<file path="src/rtl/decode_stage_pkg.sv">
// Shared RV32I decode definitions: opcodes, funct codes,
// ALU op/select encodings and the decoded control bundle.
package decode_stage_pkg;

  localparam logic [6:0] OPC_LUI    = 7'b0110111;
  localparam logic [6:0] OPC_AUIPC  = 7'b0010111;
  localparam logic [6:0] OPC_JAL    = 7'b1101111;
  localparam logic [6:0] OPC_JALR   = 7'b1100111;
  localparam logic [6:0] OPC_BRANCH = 7'b1100011;
  localparam logic [6:0] OPC_LOAD   = 7'b0000011;
  localparam logic [6:0] OPC_STORE  = 7'b0100011;
  localparam logic [6:0] OPC_OP_IMM = 7'b0010011;
  localparam logic [6:0] OPC_OP     = 7'b0110011;

  localparam logic [2:0] F3_ADD  = 3'b000;
  localparam logic [2:0] F3_SLL  = 3'b001;
  localparam logic [2:0] F3_SLT  = 3'b010;
  localparam logic [2:0] F3_SLTU = 3'b011;
  localparam logic [2:0] F3_XOR  = 3'b100;
  localparam logic [2:0] F3_SRL  = 3'b101;
  localparam logic [2:0] F3_OR   = 3'b110;
  localparam logic [2:0] F3_AND  = 3'b111;

  localparam logic [6:0] FNT7_BASE = 7'b0000000;
  localparam logic [6:0] FNT7_ALT  = 7'b0100000;

  localparam logic [4:0]  NopRegAddr = 5'd0;
  localparam logic [31:0] ZeroWord   = 32'h0;

  typedef enum logic [4:0] {
    ALU_NOP, ALU_ADD, ALU_SUB, ALU_SLL, ALU_SLT,
    ALU_SLTU, ALU_XOR, ALU_SRL, ALU_SRA, ALU_OR,
    ALU_AND, ALU_LUI, ALU_AUIPC, ALU_JAL, ALU_JALR,
    ALU_BEQ, ALU_BNE, ALU_BLT, ALU_BGE, ALU_BLTU,
    ALU_BGEU, ALU_LB, ALU_LH, ALU_LW, ALU_LBU,
    ALU_LHU, ALU_SB, ALU_SH, ALU_SW
  } aluop_t;

  typedef enum logic [2:0] {
    SEL_NOP, SEL_ARITH, SEL_LOGIC, SEL_SHIFT,
    SEL_JUMP, SEL_BRANCH, SEL_LOAD, SEL_STORE
  } alusel_t;

  typedef enum logic [2:0] {
    FMT_R, FMT_I, FMT_S, FMT_B, FMT_U, FMT_J
  } fmt_t;

  typedef struct packed {
    aluop_t  aluop;
    alusel_t alusel;
    logic    wreg;
    logic    illegal;
  } ctrl_t;

  function automatic aluop_t arith_op(
    input logic [2:0] f3,
    input logic       alt
  );
    case (f3)
      F3_ADD:  return alt ? ALU_SUB : ALU_ADD;
      F3_SLL:  return ALU_SLL;
      F3_SLT:  return ALU_SLT;
      F3_SLTU: return ALU_SLTU;
      F3_XOR:  return ALU_XOR;
      F3_SRL:  return alt ? ALU_SRA : ALU_SRL;
      F3_OR:   return ALU_OR;
      default: return ALU_AND;
    endcase
  endfunction

  function automatic alusel_t arith_sel(input logic [2:0] f3);
    case (f3)
      F3_SLL, F3_SRL:        return SEL_SHIFT;
      F3_XOR, F3_OR, F3_AND: return SEL_LOGIC;
      default:               return SEL_ARITH;
    endcase
  endfunction

endpackage

</file>
<file path="src/rtl/decode_stage_imm_gen.sv">
// Instruction format classification and immediate
// extraction, purely combinational.
import decode_stage_pkg::*;

module decode_stage_imm_gen #(
  parameter int XLEN = 32
) (
  input  logic [31:0]     inst,
  output fmt_t            fmt,
  output logic [XLEN-1:0] imm
);

  logic [6:0]  opc;
  logic [31:0] imm32;

  assign opc = inst[6:0];

  always_comb begin
    fmt = FMT_R;
    unique case (1'b1)
      (opc == OPC_LUI) || (opc == OPC_AUIPC): fmt = FMT_U;
      opc == OPC_JAL:                         fmt = FMT_J;
      (opc == OPC_JALR) || (opc == OPC_LOAD)
        || (opc == OPC_OP_IMM):               fmt = FMT_I;
      opc == OPC_STORE:                       fmt = FMT_S;
      opc == OPC_BRANCH:                      fmt = FMT_B;
      default:                                fmt = FMT_R;
    endcase
  end

  always_comb begin
    imm32 = ZeroWord;
    unique case (fmt)
      FMT_I: imm32 = {{20{inst[31]}}, inst[31:20]};
      FMT_S: imm32 = {{20{inst[31]}}, inst[31:25],
                      inst[11:7]};
      FMT_B: imm32 = {{19{inst[31]}}, inst[31], inst[7],
                      inst[30:25], inst[11:8], 1'b0};
      FMT_U: imm32 = {inst[31:12], 12'b0};
      FMT_J: imm32 = {{11{inst[31]}}, inst[31],
                      inst[19:12], inst[20],
                      inst[30:21], 1'b0};
      default: imm32 = ZeroWord;
    endcase
  end

  assign imm = XLEN'($signed(imm32));

endmodule

</file>
<file path="src/rtl/decode_stage.sv">
// RV32I decode stage: decode, operand forwarding,
// load-use stall and the ID/EX register.
import decode_stage_pkg::*;

module decode_stage #(
  parameter int XLEN    = 32,
  parameter int RADDR_W = 5,
  parameter bit FWD_EN  = 1'b1
) (
  input  logic               clk,
  input  logic               rst,
  input  logic               if_valid_i,
  input  logic [31:0]        inst_i,
  input  logic [XLEN-1:0]    pc_i,
  output logic               id_ready_o,
  output logic               re1_o,
  output logic               re2_o,
  output logic [RADDR_W-1:0] raddr1_o,
  output logic [RADDR_W-1:0] raddr2_o,
  input  logic [XLEN-1:0]    rdata1_i,
  input  logic [XLEN-1:0]    rdata2_i,
  input  logic               ex_we_i,
  input  logic [RADDR_W-1:0] ex_waddr_i,
  input  logic [XLEN-1:0]    ex_wdata_i,
  input  logic               ex_is_load_i,
  input  logic               mem_we_i,
  input  logic [RADDR_W-1:0] mem_waddr_i,
  input  logic [XLEN-1:0]    mem_wdata_i,
  input  logic               flush_i,
  input  logic               ex_ready_i,
  output logic               idex_valid_o,
  output aluop_t             aluop_o,
  output alusel_t            alusel_o,
  output logic [XLEN-1:0]    regdata1_o,
  output logic [XLEN-1:0]    regdata2_o,
  output logic [XLEN-1:0]    storedata_o,
  output logic [XLEN-1:0]    imm_o,
  output logic               wreg_o,
  output logic [RADDR_W-1:0] waddr_o,
  output logic [XLEN-1:0]    pc_o,
  output logic               illegal_o
);

  logic [6:0]         opc, f7;
  logic [2:0]         f3;
  logic [RADDR_W-1:0] rs1, rs2, rd;
  fmt_t               fmt;
  logic [XLEN-1:0]    imm;
  ctrl_t              ctrl;
  logic re1, re2, use_imm, is_store, is_lui;

  assign opc = inst_i[6:0];
  assign f3  = inst_i[14:12];
  assign f7  = inst_i[31:25];
  assign rd  = RADDR_W'(inst_i[11:7]);
  assign rs1 = RADDR_W'(inst_i[19:15]);
  assign rs2 = RADDR_W'(inst_i[24:20]);

  decode_stage_imm_gen #(.XLEN(XLEN)) u_imm_gen (
    .inst (inst_i),
    .fmt  (fmt),
    .imm  (imm)
  );

  always_comb begin
    ctrl = '{aluop: ALU_NOP, alusel: SEL_NOP,
             wreg: 1'b0, illegal: 1'b0};
    re1      = (fmt != FMT_U) && (fmt != FMT_J);
    re2      = (fmt == FMT_R) || (fmt == FMT_S)
               || (fmt == FMT_B);
    use_imm  = (fmt == FMT_I) || (fmt == FMT_S);
    is_store = 1'b0;
    is_lui   = 1'b0;
    case (opc)
      OPC_LUI: begin
        ctrl.aluop  = ALU_LUI;
        ctrl.alusel = SEL_ARITH;
        ctrl.wreg   = 1'b1;
        is_lui      = 1'b1;
      end
      OPC_AUIPC: begin
        ctrl.aluop  = ALU_AUIPC;
        ctrl.alusel = SEL_ARITH;
        ctrl.wreg   = 1'b1;
      end
      OPC_JAL: begin
        ctrl.aluop  = ALU_JAL;
        ctrl.alusel = SEL_JUMP;
        ctrl.wreg   = 1'b1;
      end
      OPC_JALR: begin
        ctrl.aluop   = ALU_JALR;
        ctrl.alusel  = SEL_JUMP;
        ctrl.wreg    = 1'b1;
        ctrl.illegal = (f3 != 3'b000);
      end
      OPC_BRANCH: begin
        ctrl.alusel = SEL_BRANCH;
        case (f3)
          3'b000:  ctrl.aluop = ALU_BEQ;
          3'b001:  ctrl.aluop = ALU_BNE;
          3'b100:  ctrl.aluop = ALU_BLT;
          3'b101:  ctrl.aluop = ALU_BGE;
          3'b110:  ctrl.aluop = ALU_BLTU;
          3'b111:  ctrl.aluop = ALU_BGEU;
          default: ctrl.illegal = 1'b1;
        endcase
      end
      OPC_LOAD: begin
        ctrl.alusel = SEL_LOAD;
        ctrl.wreg   = 1'b1;
        case (f3)
          3'b000:  ctrl.aluop = ALU_LB;
          3'b001:  ctrl.aluop = ALU_LH;
          3'b010:  ctrl.aluop = ALU_LW;
          3'b100:  ctrl.aluop = ALU_LBU;
          3'b101:  ctrl.aluop = ALU_LHU;
          default: ctrl.illegal = 1'b1;
        endcase
      end
      OPC_STORE: begin
        ctrl.alusel = SEL_STORE;
        is_store    = 1'b1;
        case (f3)
          3'b000:  ctrl.aluop = ALU_SB;
          3'b001:  ctrl.aluop = ALU_SH;
          3'b010:  ctrl.aluop = ALU_SW;
          default: ctrl.illegal = 1'b1;
        endcase
      end
      // Only shift-immediates carry funct7; elsewhere it is imm.
      OPC_OP_IMM: begin
        ctrl.aluop = arith_op(f3,
          (f3 == F3_SRL) && (f7 == FNT7_ALT));
        ctrl.alusel  = arith_sel(f3);
        ctrl.wreg    = 1'b1;
        ctrl.illegal =
          ((f3 == F3_SLL) && (f7 != FNT7_BASE)) ||
          ((f3 == F3_SRL) && (f7 != FNT7_BASE)
            && (f7 != FNT7_ALT));
      end
      OPC_OP: begin
        ctrl.aluop   = arith_op(f3, f7 == FNT7_ALT);
        ctrl.alusel  = arith_sel(f3);
        ctrl.wreg    = 1'b1;
        ctrl.illegal = !((f7 == FNT7_BASE) ||
          ((f7 == FNT7_ALT) &&
           ((f3 == F3_ADD) || (f3 == F3_SRL))));
      end
      default: ctrl.illegal = 1'b1;
    endcase
    if (ctrl.illegal) begin
      ctrl.aluop  = ALU_NOP;
      ctrl.alusel = SEL_NOP;
      ctrl.wreg   = 1'b0;
      re1         = 1'b0;
      re2         = 1'b0;
      use_imm     = 1'b0;
      is_store    = 1'b0;
    end
  end

  assign re1_o    = re1;
  assign re2_o    = re2;
  assign raddr1_o = re1 ? rs1 : '0;
  assign raddr2_o = re2 ? rs2 : '0;

  logic ex_hit1, ex_hit2, mem_hit1, mem_hit2;
  logic lu_hit, raw_hit, stall, adv;
  logic [XLEN-1:0] src1, src2;

  assign ex_hit1  = re1 && (rs1 != '0) && ex_we_i
                    && (ex_waddr_i == rs1);
  assign ex_hit2  = re2 && (rs2 != '0) && ex_we_i
                    && (ex_waddr_i == rs2);
  assign mem_hit1 = re1 && (rs1 != '0) && mem_we_i
                    && (mem_waddr_i == rs1);
  assign mem_hit2 = re2 && (rs2 != '0) && mem_we_i
                    && (mem_waddr_i == rs2);

  assign lu_hit  = ex_is_load_i && (ex_hit1 || ex_hit2);
  assign raw_hit = ex_hit1 || ex_hit2 || mem_hit1 || mem_hit2;
  assign stall   = if_valid_i &&
                   (lu_hit || (!FWD_EN && raw_hit));

  always_comb begin
    src1 = rdata1_i;
    src2 = rdata2_i;
    if (!re1 || rs1 == '0)
      src1 = '0;
    else if (FWD_EN && ex_hit1 && !ex_is_load_i)
      src1 = ex_wdata_i;
    else if (FWD_EN && mem_hit1)
      src1 = mem_wdata_i;
    if (!re2 || rs2 == '0)
      src2 = '0;
    else if (FWD_EN && ex_hit2 && !ex_is_load_i)
      src2 = ex_wdata_i;
    else if (FWD_EN && mem_hit2)
      src2 = mem_wdata_i;
  end

  assign adv        = ex_ready_i || !idex_valid_o;
  assign id_ready_o = flush_i || (adv && !stall);

  logic wr_en;
  assign wr_en = if_valid_i && ctrl.wreg && (rd != '0);

  always_ff @(posedge clk or posedge rst) begin
    if (rst) begin
      idex_valid_o <= 1'b0;
      aluop_o      <= ALU_NOP;
      alusel_o     <= SEL_NOP;
      regdata1_o   <= '0;
      regdata2_o   <= '0;
      storedata_o  <= '0;
      imm_o        <= '0;
      wreg_o       <= 1'b0;
      waddr_o      <= '0;
      pc_o         <= '0;
      illegal_o    <= 1'b0;
    end else if (flush_i || (adv && stall)) begin
      idex_valid_o <= 1'b0;
      aluop_o      <= ALU_NOP;
      alusel_o     <= SEL_NOP;
      wreg_o       <= 1'b0;
      illegal_o    <= 1'b0;
    end else if (adv) begin
      idex_valid_o <= if_valid_i;
      aluop_o      <= if_valid_i ? ctrl.aluop : ALU_NOP;
      alusel_o     <= if_valid_i ? ctrl.alusel : SEL_NOP;
      regdata1_o   <= is_lui ? '0 : src1;
      regdata2_o   <= use_imm ? imm : src2;
      storedata_o  <= is_store ? src2 : '0;
      imm_o        <= imm;
      wreg_o       <= wr_en;
      waddr_o      <= wr_en ? rd : '0;
      pc_o         <= pc_i;
      illegal_o    <= if_valid_i && ctrl.illegal;
    end
  end

endmodule
</file>
<file path="config.mk">
export PLATFORM = sky130hd
export DESIGN_NAME = decode_stage
export DESIGN_NICKNAME = d
export VERILOG_FILES = /design/src/rtl/decode_stage_pkg.sv /design/src/rtl/decode_stage_imm_gen.sv /design/src/rtl/decode_stage.sv
export SDC_FILE = /design/constraint.sdc
export NUM_CORES = 1
export LEC_CHECK = 0
export ABC_AREA = 1
export CAP_MARGIN = 40
export CORE_MARGIN = 2
export CORE_UTILIZATION = 45
export CTS_CLUSTER_SIZE = 25
export DETAILED_ROUTE_END_ITERATION = 6
export GPL_TIMING_DRIVEN = 1
export PLACE_DENSITY = 0.82
export RECOVER_POWER = 100
export SYNTH_ARGS = -nofsm -noshare
export SYNTH_HDL_FRONTEND = slang
export SYNTH_SLANG_ARGS = --single-unit
export TNS_END_PERCENT = 10
</file>
<file path="constraint.sdc">
create_clock -name clk -period 8.1 [get_ports clk]
set_input_delay 2.025 -clock clk [delete_from_list [all_inputs] [get_ports clk]]
set_output_delay 2.025 -clock clk [all_outputs]
set_load 0.03 [all_outputs]
</file>
==> results.md <==
* RSZ-0062 raised after global routing: no
* Bufs on Longest Clock Path at 2
* Final Setup Violations at 0
* Maximum vdd ir drop at 0.117 mV
* Final period util at 91.8%
* Primary FF master, synth: dfrtp_1
* Buffers & Inverters on Critical Path at 3
* Slew @ Worst Pin at 4.55 ns
* Initial antenna violation count at 2
* Detailed Route Iter0 Violations at 1124
* Pre-antenna DRT Iters at 7
* Switching power total at 0.729 mW
* Status: finished, violations left
* Rows at 55
* Synthesized area per cell at 6.91 sq um
* Slowest-stage cell, CP: clkdlybuf4s50_1
* CTS Buf Count at 17
* Post-Place Cell Area at 14300 sq um
* Tot Pwr at 2.26 mW
* Dpl cells at 2097
* CP max stage delay at 0.61 ns
* Grt ovf at 0
* Crit-path most repeated cell: nand2_1
* Tmin final at 7.44 ns
* Post-Layout Cell Count at 2131
* Setup TNS at 0 ns
* Net switching fraction of the power at 32.3%
* Die H at 155 microns
* Area delta synth->final at 45.8%
* CTS tree: yes
* Final hold violation count at 0
* Sequential power share at 41.2%
* Failing checks: DRC, capacitance limit, slew limit
* Wire length per cell at 18.6 microns
* Number of top-level pins at 399
* Sink Count at 176
* Starting Density at 45.5%
* First-pass GRT wire length at 60.4 mm
* CP max FO at 14
* Startpoint types: input pin
* Vias in the first global route at 10800
* Most frequent cells in the layout: 646 x nand2_1, 207 x clkdlybuf4s50_1, 190 x dlygate4sd3_1
* Top delay family on crit path: simple AND/OR/NAND/NOR gates
* Crit path capture type: output port
* Clock Latency Late Sink at 0.43 ns
* Slew Viols, Final at 328
* Final WL at 39.6 mm
* Core area at 22500 sq um
* Routability cong. at 0.974
* Clock slew at reported path FFs at 0.07 ns
* Hold buffer count at cts at 0
* Vias/cell at 5.40
* Leak at 8.15 nW
* Routed vias at 11500
* Crit Path Class: in2out
* Commonest non-fill, non-tap cell in the layout: nand2_1
* Synthesized flop and latch total at 176
* Mapped Nets at 1691
* Fmax at 0.134 GHz
* ANT nets after route at 0
* Final Instance Area at 14900 sq um
* Sequential share of the synthesized area at 43.0%
* Total setup buffers inserted after CTS at 0
* Layout cell share with drive strength beyond 1 at 4.28%
* Worst path cell trace: dlygate4sd3_1, nand2_1, nor2_1, nand2_1, nand2_1, o21ai_0, nand3_4, nor2_4, nand2_1, nand2_1, nand2_1, o21ai_0, inv_1, clkdlybuf4s50_1
* CTS H-tree depth at 4
* Synth warn at 0
* CTS-repair resized insts at 0
* Hpwl dp at 29.8 mm
* Pwr dens at 151 nW/um^2
* Mapped Cells at 1481
* Root buf cell: clkbuf_16
* Max-Cap Viols at 4
* Die width at 155 microns
* Post-synth EDFFs at 0
* DRC at 2
* Final net count at 2041
* Comb power frac at 20.6%
* Hold Path Class: reg2reg
* Synth Cell Area at 10200 sq um
* Clock power frac at 38.1%
* Async set-reset flop share out of synthesis at 100%
* Die area at 24000 sq um
* Critical Path AT at 5.41 ns
* Power Internal at 1.53 mW
* Largest net degree at the start of global routing at 109
* Clk_skew at 0.00975 ns
* Worst EP required at 6.08 ns
* Worst rel slew slack at -205%
* Port buffer count at 398
* Gr usage total at 32.4%
* Synth cell types at 36
[worst min-delay path: cells and delay by family (launching register included)]
family / cells / cell delay, ns
flops: 1 / 0.34
simple gates: 2 / 0.11
[cell type report]
class / count / area, sq um
Inverter: 104 / 392
Multi-Input combinational cell: 1113 / 5000
Fill cell: 1985 / 7570
Clock buffer: 17 / 425
Clock inverter: 15 / 208
Timing Repair Buffer: 419 / 4140
Sequential cell: 176 / 4400
Antenna cell: 2 / 5.00
Tap cell: 285 / 357
[cells in the mapped netlist (all sizes together), types with 2 or more instances]
library cell | number | area share [%]
nand3 | 164 | 8.1
nand4 | 8 | 0.49
dfrtp | 176 | 43
nor3 | 3 | 0.15
inv | 104 | 3.8
nor2 | 114 | 4.7
buf | 53 | 3.5
nor4 | 3 | 0.24
nand2 | 653 | 24
o31ai | 65 | 4.8
a211oi | 2 | 0.15
o21ai | 71 | 3.5
a21oi | 7 | 0.34
o211ai | 3 | 0.22
a31oi | 2 | 0.12
xor2 | 2 | 0.17
o221ai | 3 | 0.26
clkbuf | 35 | 1.3
o22ai | 6 | 0.37
[power groups by stage]
stage          clock (mW)  sequential (mW)  combinational, mW
3_5_place_dp            0            0.950              0.479
4_1_cts             0.873            0.933              0.481
6_report            0.862            0.932              0.467
5_1_grt             0.915            0.936              0.501
2_1_floorplan           0             1.02              0.168
3_3_place_gp            0            0.949              0.475
[state kept, by name, summed over array words and instances, names as in the netlist]
name	cells
imm_o	32
pc_o	32
regdata1_o	32
regdata2_o	32
storedata_o	32
aluop_o	5
waddr_o	5
alusel_o	3
idex_valid_o	1
illegal_o	1
wreg_o	1
[logic make-up after synthesis]
logic type	after synthesis	share of synthesized area, %
AOI/OAI and AO/OA	164	10.1
xor gates and xnor gates	3	0.257
buffers and inverters	192	8.57
DFF	176	43.0
and+or+nand+nor	946	38.1
[worst paths after layout]
| check | from | endpoint | slack, ns | depth (start not counted) |
|---|---|---|---|---|
| worst max-delay path | inst_i[0] | id_ready_o | 0.66 | 14 |
| worst max register to register | idex_valid_o$_DFFE_PP0P_ | pc_o[21]$_DFFE_PP0P_ | 4.93 | 8 |
| worst min register to register | pc_o[30]$_DFFE_PP0P_ | pc_o[30]$_DFFE_PP0P_ | 0.48 | 2 |
| min in group asynchronous | rst | pc_o[19]$_DFFE_PP0P_ | 3.46 | 2 |
| max in group asynchronous | rst | idex_valid_o$_DFFE_PP0P_ | 2.57 | 4 |
| worst min-delay path | pc_o[30]$_DFFE_PP0P_ | pc_o[30]$_DFFE_PP0P_ | 0.48 | 2 |
[metal layers]
metal	share of wire (%)	vias up	global-route usage [%]	wire length (microns)
met5	0	-	0	0
met4	3.4	0	10.9	1330
met3	8.7	74	6.95	3450
met2	47	613	52.7	18500
met1	41	5372	43.3	16300
li1	-	5452	-	-
[metrics by stage]
stage / worst slack (ns) / hold slack [ns] / utilization [%]
6_report: 0.661 / 0.476 / 66.3
4_1_cts: 1.03 / 0.486 / 66.5
3_3_place_gp: 1.10 / 0.461 / 63.4
5_1_grt: 0.429 / 0.496 / 66.3
3_5_place_dp: 1.05 / 0.464 / 63.6
2_1_floorplan: 1.30 / 0.655 / -
No activity file was read; power rests on OpenSTA's default activity.
